### src/rtl/unidade_controle_quiz.sv
// rtl/unidade_controle_quiz.sv - Moore control unit sequencing the flag-quiz rounds
module unidade_controle_quiz #(
    parameter bit TIMEOUT_ENCERRA = 1'b0
) (
    input  logic       clock,
    input  logic       reset,
    input  logic       iniciar,
    input  logic       dificuldade,
    input  logic       fez_jogada,
    input  logic       jogada_igual_memoria,
    input  logic       ultima_jogada,
    input  logic       deu_timeout,
    input  logic       fim_timer_resultado,
    output logic       dificuldade_travada,
    output logic       zera_contador_jogada,
    output logic       zera_contador_score,
    output logic       zera_timer_resultado,
    output logic       zera_timeout,
    output logic       zeraR,
    output logic       conta_jogada,
    output logic       conta_score,
    output logic       conta_timer_resultado,
    output logic       conta_timeout,
    output logic       registraR,
    output logic       liga_led,
    output logic       led_acerto,
    output logic       led_erro,
    output logic       pronto,
    output logic       db_timeout,
    output logic [3:0] db_estado
);

    localparam logic [3:0] INICIAL    = 4'd0;
    localparam logic [3:0] PREPARACAO = 4'd1;
    localparam logic [3:0] ESPERA     = 4'd2;
    localparam logic [3:0] REGISTRA   = 4'd3;
    localparam logic [3:0] COMPARA    = 4'd4;
    localparam logic [3:0] ACERTO     = 4'd5;
    localparam logic [3:0] ERRO       = 4'd6;
    localparam logic [3:0] TIMEOUT    = 4'd7;
    localparam logic [3:0] EXIBE      = 4'd8;
    localparam logic [3:0] PROXIMA    = 4'd9;
    localparam logic [3:0] FIM        = 4'd10;

    logic [3:0] estado_q, estado_d;
    logic       acertou_q, acertou_d;
    logic       db_timeout_q, db_timeout_d;
    logic       dificuldade_travada_q, dificuldade_travada_d;
    logic       em_jogo;

    always_comb begin
        estado_d              = estado_q;
        acertou_d             = acertou_q;
        db_timeout_d          = db_timeout_q;
        dificuldade_travada_d = dificuldade_travada_q;
        case (estado_q)
            INICIAL:    if (iniciar) estado_d = PREPARACAO;
            PREPARACAO: begin
                dificuldade_travada_d = dificuldade;
                acertou_d             = 1'b0;
                db_timeout_d          = 1'b0;
                estado_d              = ESPERA;
            end
            // A button press outranks a timeout arriving in the same cycle.
            ESPERA: begin
                if (fez_jogada)       estado_d = REGISTRA;
                else if (deu_timeout) estado_d = TIMEOUT;
            end
            REGISTRA:   estado_d = COMPARA;
            COMPARA:    estado_d = jogada_igual_memoria ? ACERTO : ERRO;
            ACERTO: begin
                acertou_d = 1'b1;
                estado_d  = EXIBE;
            end
            ERRO: begin
                acertou_d = 1'b0;
                estado_d  = EXIBE;
            end
            TIMEOUT: begin
                acertou_d    = 1'b0;
                db_timeout_d = 1'b1;
                estado_d     = EXIBE;
            end
            EXIBE: begin
                if (fim_timer_resultado) begin
                    if (ultima_jogada || (TIMEOUT_ENCERRA && db_timeout_q)) estado_d = FIM;
                    else                                                     estado_d = PROXIMA;
                end
            end
            PROXIMA: begin
                db_timeout_d = 1'b0;
                estado_d     = ESPERA;
            end
            FIM:        if (iniciar) estado_d = PREPARACAO;
            default:    estado_d = INICIAL;
        endcase
    end

    always_ff @(posedge clock) begin
        if (reset) begin
            estado_q              <= INICIAL;
            acertou_q             <= 1'b0;
            db_timeout_q          <= 1'b0;
            dificuldade_travada_q <= 1'b0;
        end else begin
            estado_q              <= estado_d;
            acertou_q             <= acertou_d;
            db_timeout_q          <= db_timeout_d;
            dificuldade_travada_q <= dificuldade_travada_d;
        end
    end

    // Flags are masked outside the legal game states so INICIAL and stray codes stay silent.
    assign em_jogo             = (estado_q >= PREPARACAO) && (estado_q <= FIM);
    assign dificuldade_travada = dificuldade_travada_q & em_jogo;
    assign db_timeout          = db_timeout_q & em_jogo;
    assign db_estado           = estado_q;

    always_comb begin
        zera_contador_jogada  = 1'b0;
        zera_contador_score   = 1'b0;
        zera_timer_resultado  = 1'b0;
        zera_timeout          = 1'b0;
        zeraR                 = 1'b0;
        conta_jogada          = 1'b0;
        conta_score           = 1'b0;
        conta_timer_resultado = 1'b0;
        conta_timeout         = 1'b0;
        registraR             = 1'b0;
        liga_led              = 1'b0;
        led_acerto            = 1'b0;
        led_erro              = 1'b0;
        pronto                = 1'b0;
        case (estado_q)
            PREPARACAO: begin
                zera_contador_jogada = 1'b1;
                zera_contador_score  = 1'b1;
                zera_timer_resultado = 1'b1;
                zera_timeout         = 1'b1;
                zeraR                = 1'b1;
            end
            ESPERA: begin
                liga_led      = 1'b1;
                conta_timeout = 1'b1;
            end
            REGISTRA: begin
                liga_led  = 1'b1;
                registraR = 1'b1;
            end
            COMPARA:  liga_led = 1'b1;
            ACERTO: begin
                conta_score          = 1'b1;
                zera_timer_resultado = 1'b1;
            end
            ERRO:     zera_timer_resultado = 1'b1;
            TIMEOUT:  zera_timer_resultado = 1'b1;
            EXIBE: begin
                conta_timer_resultado = 1'b1;
                led_acerto            = acertou_q;
                led_erro              = ~acertou_q;
            end
            PROXIMA: begin
                conta_jogada = 1'b1;
                zera_timeout = 1'b1;
                zeraR        = 1'b1;
            end
            FIM:      pronto = 1'b1;
            default:  ;
        endcase
    end

endmodule

### config.mk
export PLATFORM = sky130hd
export DESIGN_NAME = unidade_controle_quiz
export DESIGN_NICKNAME = d
export VERILOG_FILES = /design/src/rtl/unidade_controle_quiz.sv
export SDC_FILE = /design/constraint.sdc
export NUM_CORES = 1
export LEC_CHECK = 0
export BUFFER_PORTS_ARGS = -buffer_cell sky130_fd_sc_hd__buf_2
export CAP_MARGIN = 20
export CORE_MARGIN = 2
export CORE_UTILIZATION = 38
export CTS_CLUSTER_SIZE = 8
export DETAILED_ROUTE_END_ITERATION = 10
export GPL_ROUTABILITY_DRIVEN = 0
export MAX_ROUTING_LAYER = met4
export PLACE_DENSITY_LB_ADDON = 0.12
export RECOVER_POWER = 25
export SLEW_MARGIN = 10
export SYNTH_ARGS = -nofsm -noshare
export SYNTH_HDL_FRONTEND = slang
export SYNTH_SLANG_ARGS = --single-unit
### constraint.sdc
create_clock -name clock -period 1.1 [get_ports clock]
set_clock_uncertainty 0.1 [all_clocks]
set_input_delay 0.055 -clock clock [delete_from_list [all_inputs] [get_ports clock]]
set_output_delay 0.055 -clock clock [all_outputs]
set_load 0.005 [all_outputs]
Yosys cells after proc, flatten, opt, wreduce, memory -nomap -nowiden
Cells that the tools add are included.
Storage, ports and cells
  register bits after elaboration: 7
  input bits: 9
  output and inout bits: 20
  word-level logic and storage cells: 54
Operators by class
  $lt $le $gt $ge: 2
  equal/unequal tests: 13
  mux-type cells: 21
  bitwise gates (word level): 3
  reduce and logical (&&, ||, !) cells: 11
Operator list (number)
  one-hot mux 4 bit (7 select lines): 1
  == test 4 x 3 -> 1 bit (second input constant): 4
  two-way mux 4 bit: 4
  == test 4 bit (second input constant): 3
  two-way mux 1 bit: 12
  OR reduction 3 bit: 3
  == test 4 x 2 -> 1 bit (second input constant): 2
  == test 4 x 1 -> 1 bit (second input constant): 1
  greater-or-equal comparator 4 x 1 -> 1 bit (second input constant): 1
  <= comparator 4 bit (second input constant): 1
  zero test 4 bit: 1
  two-way mux 2 bit: 2
  one-hot mux 1 bit (2 select lines): 2
  nonzero test 2 bit: 2
  OR reduction 2 bit: 2
  OR reduction 4 bit: 1
  inequality test 3 bit (second input constant): 1
  AND reduction 3 bit: 1
  bitwise AND 1 bit: 2
  inequality test 2 x 1 -> 1 bit (second input constant): 1
  inequality test 2 bit (second input constant): 1
  logical AND 1 bit: 1
  inverter 1 bit: 1

Longest topological paths before layout
  depth in word-level cells: 4
  depth in mapped cells: 5
  gate-level depth less buffers: 4

Least setup slack after synthesis
OpenSTA, ideal clock, no wires.
  path type: reg-to-reg
  start: register estado_q[3], in the netlist db_estado[3]
  end: register estado_q[1], in the netlist db_estado[1]
  setup time: 0.120 ns
  arrival: 1.058 ns
  required time: 0.880 ns
  setup slack: -0.177 ns
  cell stages (with the launch flop): 6
  buffers on the path: 1
  period minus slack after synthesis: 1.277 ns
  cells stage by stage: dfxtp_1 -> buf_4 -> nor3_1 -> a31oi_1 -> nor3_2 -> o31a_1
Between the ends
  longest elaborated chain between the ends: 4
  elaborated cells between the ends (all ways): 19
  those cells by class: eq/ne (13); mux (1); reduce/logical (5)
RTL lines
  start: declaration: line 45  | logic [3:0] estado_q, estado_d;
  start signal: assignment: line 106  | estado_q <= estado_d;
  == test 4 bit / zero test 4 bit (equally long branches): line 56  | case (estado_q)
  OR reduction 2 bit (no line)
  inequality test 2 x 1 -> 1 bit (no line)
  AND reduction 3 bit (no line)
Several ways; a longest one is shown, not always the timed one.
A chain may end at the register's enable or synchronous reset.

Worst setup path in the final report
  start: register estado_q[1], in the netlist db_estado[1]
  end: output port db_timeout
Between the ends
  longest elaborated chain between the ends: 3
  elaborated cells between the ends (all ways): 4
  those cells by class: order compare (2); bitwise (1); reduce/logical (1)
RTL lines
  greater-or-equal comparator 4 x 1 -> 1 bit / <= comparator 4 bit (equally long branches): line 114  | assign em_jogo = (estado_q >= PREPARACAO) && (estado_q <= FIM);
  logical AND 1 bit (*): line 114
  bitwise AND 1 bit (*): line 116  | assign db_timeout = db_timeout_q & em_jogo;
  end: declaration: line 29  | output logic db_timeout,
Mark *: on every way between the ends. The rest lies on a longest branch, timed or not.

==> run metrics <==
outcome=finished with violations; failing checks=negative setup slack; cell family with the largest share of critical-path delay=flip-flops; Synth Area in Compound Gates=21.6%; Syn Area/Cell=6.87 um2; Mapped Nets=90; DIE AREA=1790 um2; post-synthesis async set-or-reset flop share=0%; adder-cell area share of the yosys netlist=0%; CP Capture Type=output pin; placed cell count=131; Tightest Pin Transition=326 ps; f_max=697 MHz; Routed Wire Length=2790 um; Top Usage Layer GRT=met2; std cell rows=13; Layout Nets=148; Period minus WS final=1430 ps; CP required=940 ps; Mapped Cells=81; Crit Path Max Fanout=6; vias in the first global route=794; YS warnings=0; clock sinks=7; Core Util, Final=93.2%; CP Cell Sequence=buf_6 -> nor2_4 -> nand2_2 -> and3_1 -> buf_2; leading cell types by total area after synthesis=dfxtp_1 25%, a21oi_1 8.1%, buf_4 6.7%, nor2_1 6.7%, nand2b_1 5.6%; Max Root-Sink Buffers=2; #FFs+latches synth=7; Post-Synth XOR/XNOR Area=0%; Hold Fails Final Rpt=0; GR Layer Usage met3=6.47%; setup ws final=-335 ps; EDFF count, synth=0; DR iter-0 viols=26; Setup CP Type=reg2out; Initial Util=41.7%; first-pass GRT wire length=3650 um; multiplexer area fraction after synthesis=3.60%; CP max stage cell=dfxtp_4; Max H-tree Level=1; post-synth top area cell=dfxtp_1; Startpoint Class=flip-flop; Syn-to-layout area delta=123%; M1 GR Usage=32.2%; antenna violations before repair=0; Layout Cells excl Fill=153; CTS tree=done; unique cell type count in the Yosys netlist=24; core area=1330 um2; Max Cap Viol=0; hpwl dp=1120 um; fin crit share=130%; vias=876; largest net degree at the start of global routing=9; slowest stage delay, CP=380 ps; ANT nets after route=0; Die W=42.3 um; met2 Use GR=45.8%; drt drc=0; DRT Pass-1 Iters=4; maximum vdd drop=1230 uV; post-synthesis cell area=557 um2; RSZ-0062 raised after global routing=true; Max Transition Viols Final=0; ys flop type=dfxtp_1; Die Span Y=42.3 um; share of the yosys chip area belonging to registers=25.2%; count leader, synth=nor2_1; Finish-stage setup viols=26; largest family of logic cells by synthesized area=simple AND/OR/NAND/NOR gates; GRT Resource Usage Total=27.4%; slew margin rel.=78.1%; Antenna diodes=0; total gr overflow=0; Vias/cell=5.73; Avg WL per Cell=18.2 um; I/O pin count=29; share of layout cells above drive strength 1=66.7%; top-area cell type share of the netlist area=25.2%; synth cell count leaders=10 x nor2_1, 9 x a21oi_1, 7 x dfxtp_1, 7 x nand2_1, 6 x nor3_1; worst min-delay path class=in2reg; crit path DAT=1280 ps; CTS root buffer=clkbuf_4; Inserted Clock Buffers=3; I/O Buffers=28; P per Cell Area=1360 nW/um2; Worst R2R Setup Slack=-300 ps; worst skew pair latency=270 ps; CTS clk-pin slew, worst paths=60 ps; Post-Synth Simple-Gate Area=37.5%; WP buf/inv=2; P_leak=0.577 nW
==> worst min-delay path, delay by kind of cell <==
family / cells / cell delay (ps)
AOI/OAI and AO/OA: 2 / 200
buffers and inverters: 1 / 100
and+or+nand+nor: 1 / 60
==> metal layers <==
layer / wire length (um) / share of wire [%] / vias up
met5: 0 / 0 / -
met4: 61 / 2.2 / 0
met3: 166 / 6.0 / 10
met2: 1490 / 54 / 43
met1: 1070 / 38 / 427
li1: - / - / 396
==> registers in the layout (all words and copies together), names as in the netlist <==
signal / flops
db_estado: 4
acertou_q: 1
db_timeout_q: 1
dificuldade_travada_q: 1
==> cells by family (layout without fill, tap and decap cells) <==
family                 after synthesis  after routing
flip-flops                           7              7
buffers and inverters               12             69
AO/OA/AOI/OAI                       21             21
AND/OR/NAND/NOR                     39             39
multiplexers                         2              2
==> final cells by class <==
class	count	area (um2)
repair buffers	61	551
well taps	15	18.8
clock buffers	4	26.3
flip-flops and latches	7	155
multi-input cells	62	478
inverters	4	15.0
fillers	46	90.1
==> worst paths after layout <==
path | from | end | cells past startpoint
setup / recovery | db_estado[1] | db_timeout | 5
hold / removal | ultima_jogada | db_estado[0] | 4
setup reg to reg | db_estado[1] | db_estado[1] | 5
hold reg to reg | db_timeout_q | db_timeout_q | 2
==> what timing repair did <==
action | 4_1_cts | 5_1_grt
hold endpoints to repair | 6 | 0
endpoints found under the setup margin | 24 | 26
gates cloned | 1 | 0
setup buffers | 13 | 2
hold buffers | 2 | 0
resized for setup | 48 | 14
pin swaps | 16 | 6
==> placed cells by master, fill, tap and decap left out, types with 3 or more instances in the layout <==
master / netlist / final
nor2_1: 10 / 4
nand2_1: 7 / 4
nor3_1: 6 / 3
buf_12: 0 / 3
buf_2: 3 / 23
a21oi_1: 9 / 5
a21oi_2: 0 / 4
a31oi_1: 3 / 3
nand2_2: 0 / 3
clkbuf_4: 0 / 3
dfxtp_1: 7 / 3
nor3_2: 1 / 3
o21ai_1: 1 / 3
inv_1: 4 / 4
buf_6: 0 / 22
nor2_4: 0 / 4
nand2b_4: 0 / 5
buf_4: 5 / 10
dfxtp_4: 0 / 4
==> metrics by stage <==
stage	hold slack [ps]	setup TNS (ps)	setup WS, ps	total power [mW]	area [um2]
floorplan	16.7	-336	-91.0	0.678	581
global placement	197	-946	-215	0.929	815
detailed placement	206	-1060	-200	0.932	815
CTS	79.9	-4050	-234	1.51	1170
global route	108	-6850	-380	1.78	1240
finish	89.3	-5500	-335	1.69	1240
==> report_power, final <==
part / internal, mW / leakage (nW) / switching [mW] / total [mW]
clock network: 0.140 / 0.0150 / 0.118 / 0.258
registers: 0.288 / 0.0598 / 0.0562 / 0.345
logic: 0.622 / 0.502 / 0.468 / 1.09
(Power assumes the default switching activity.)
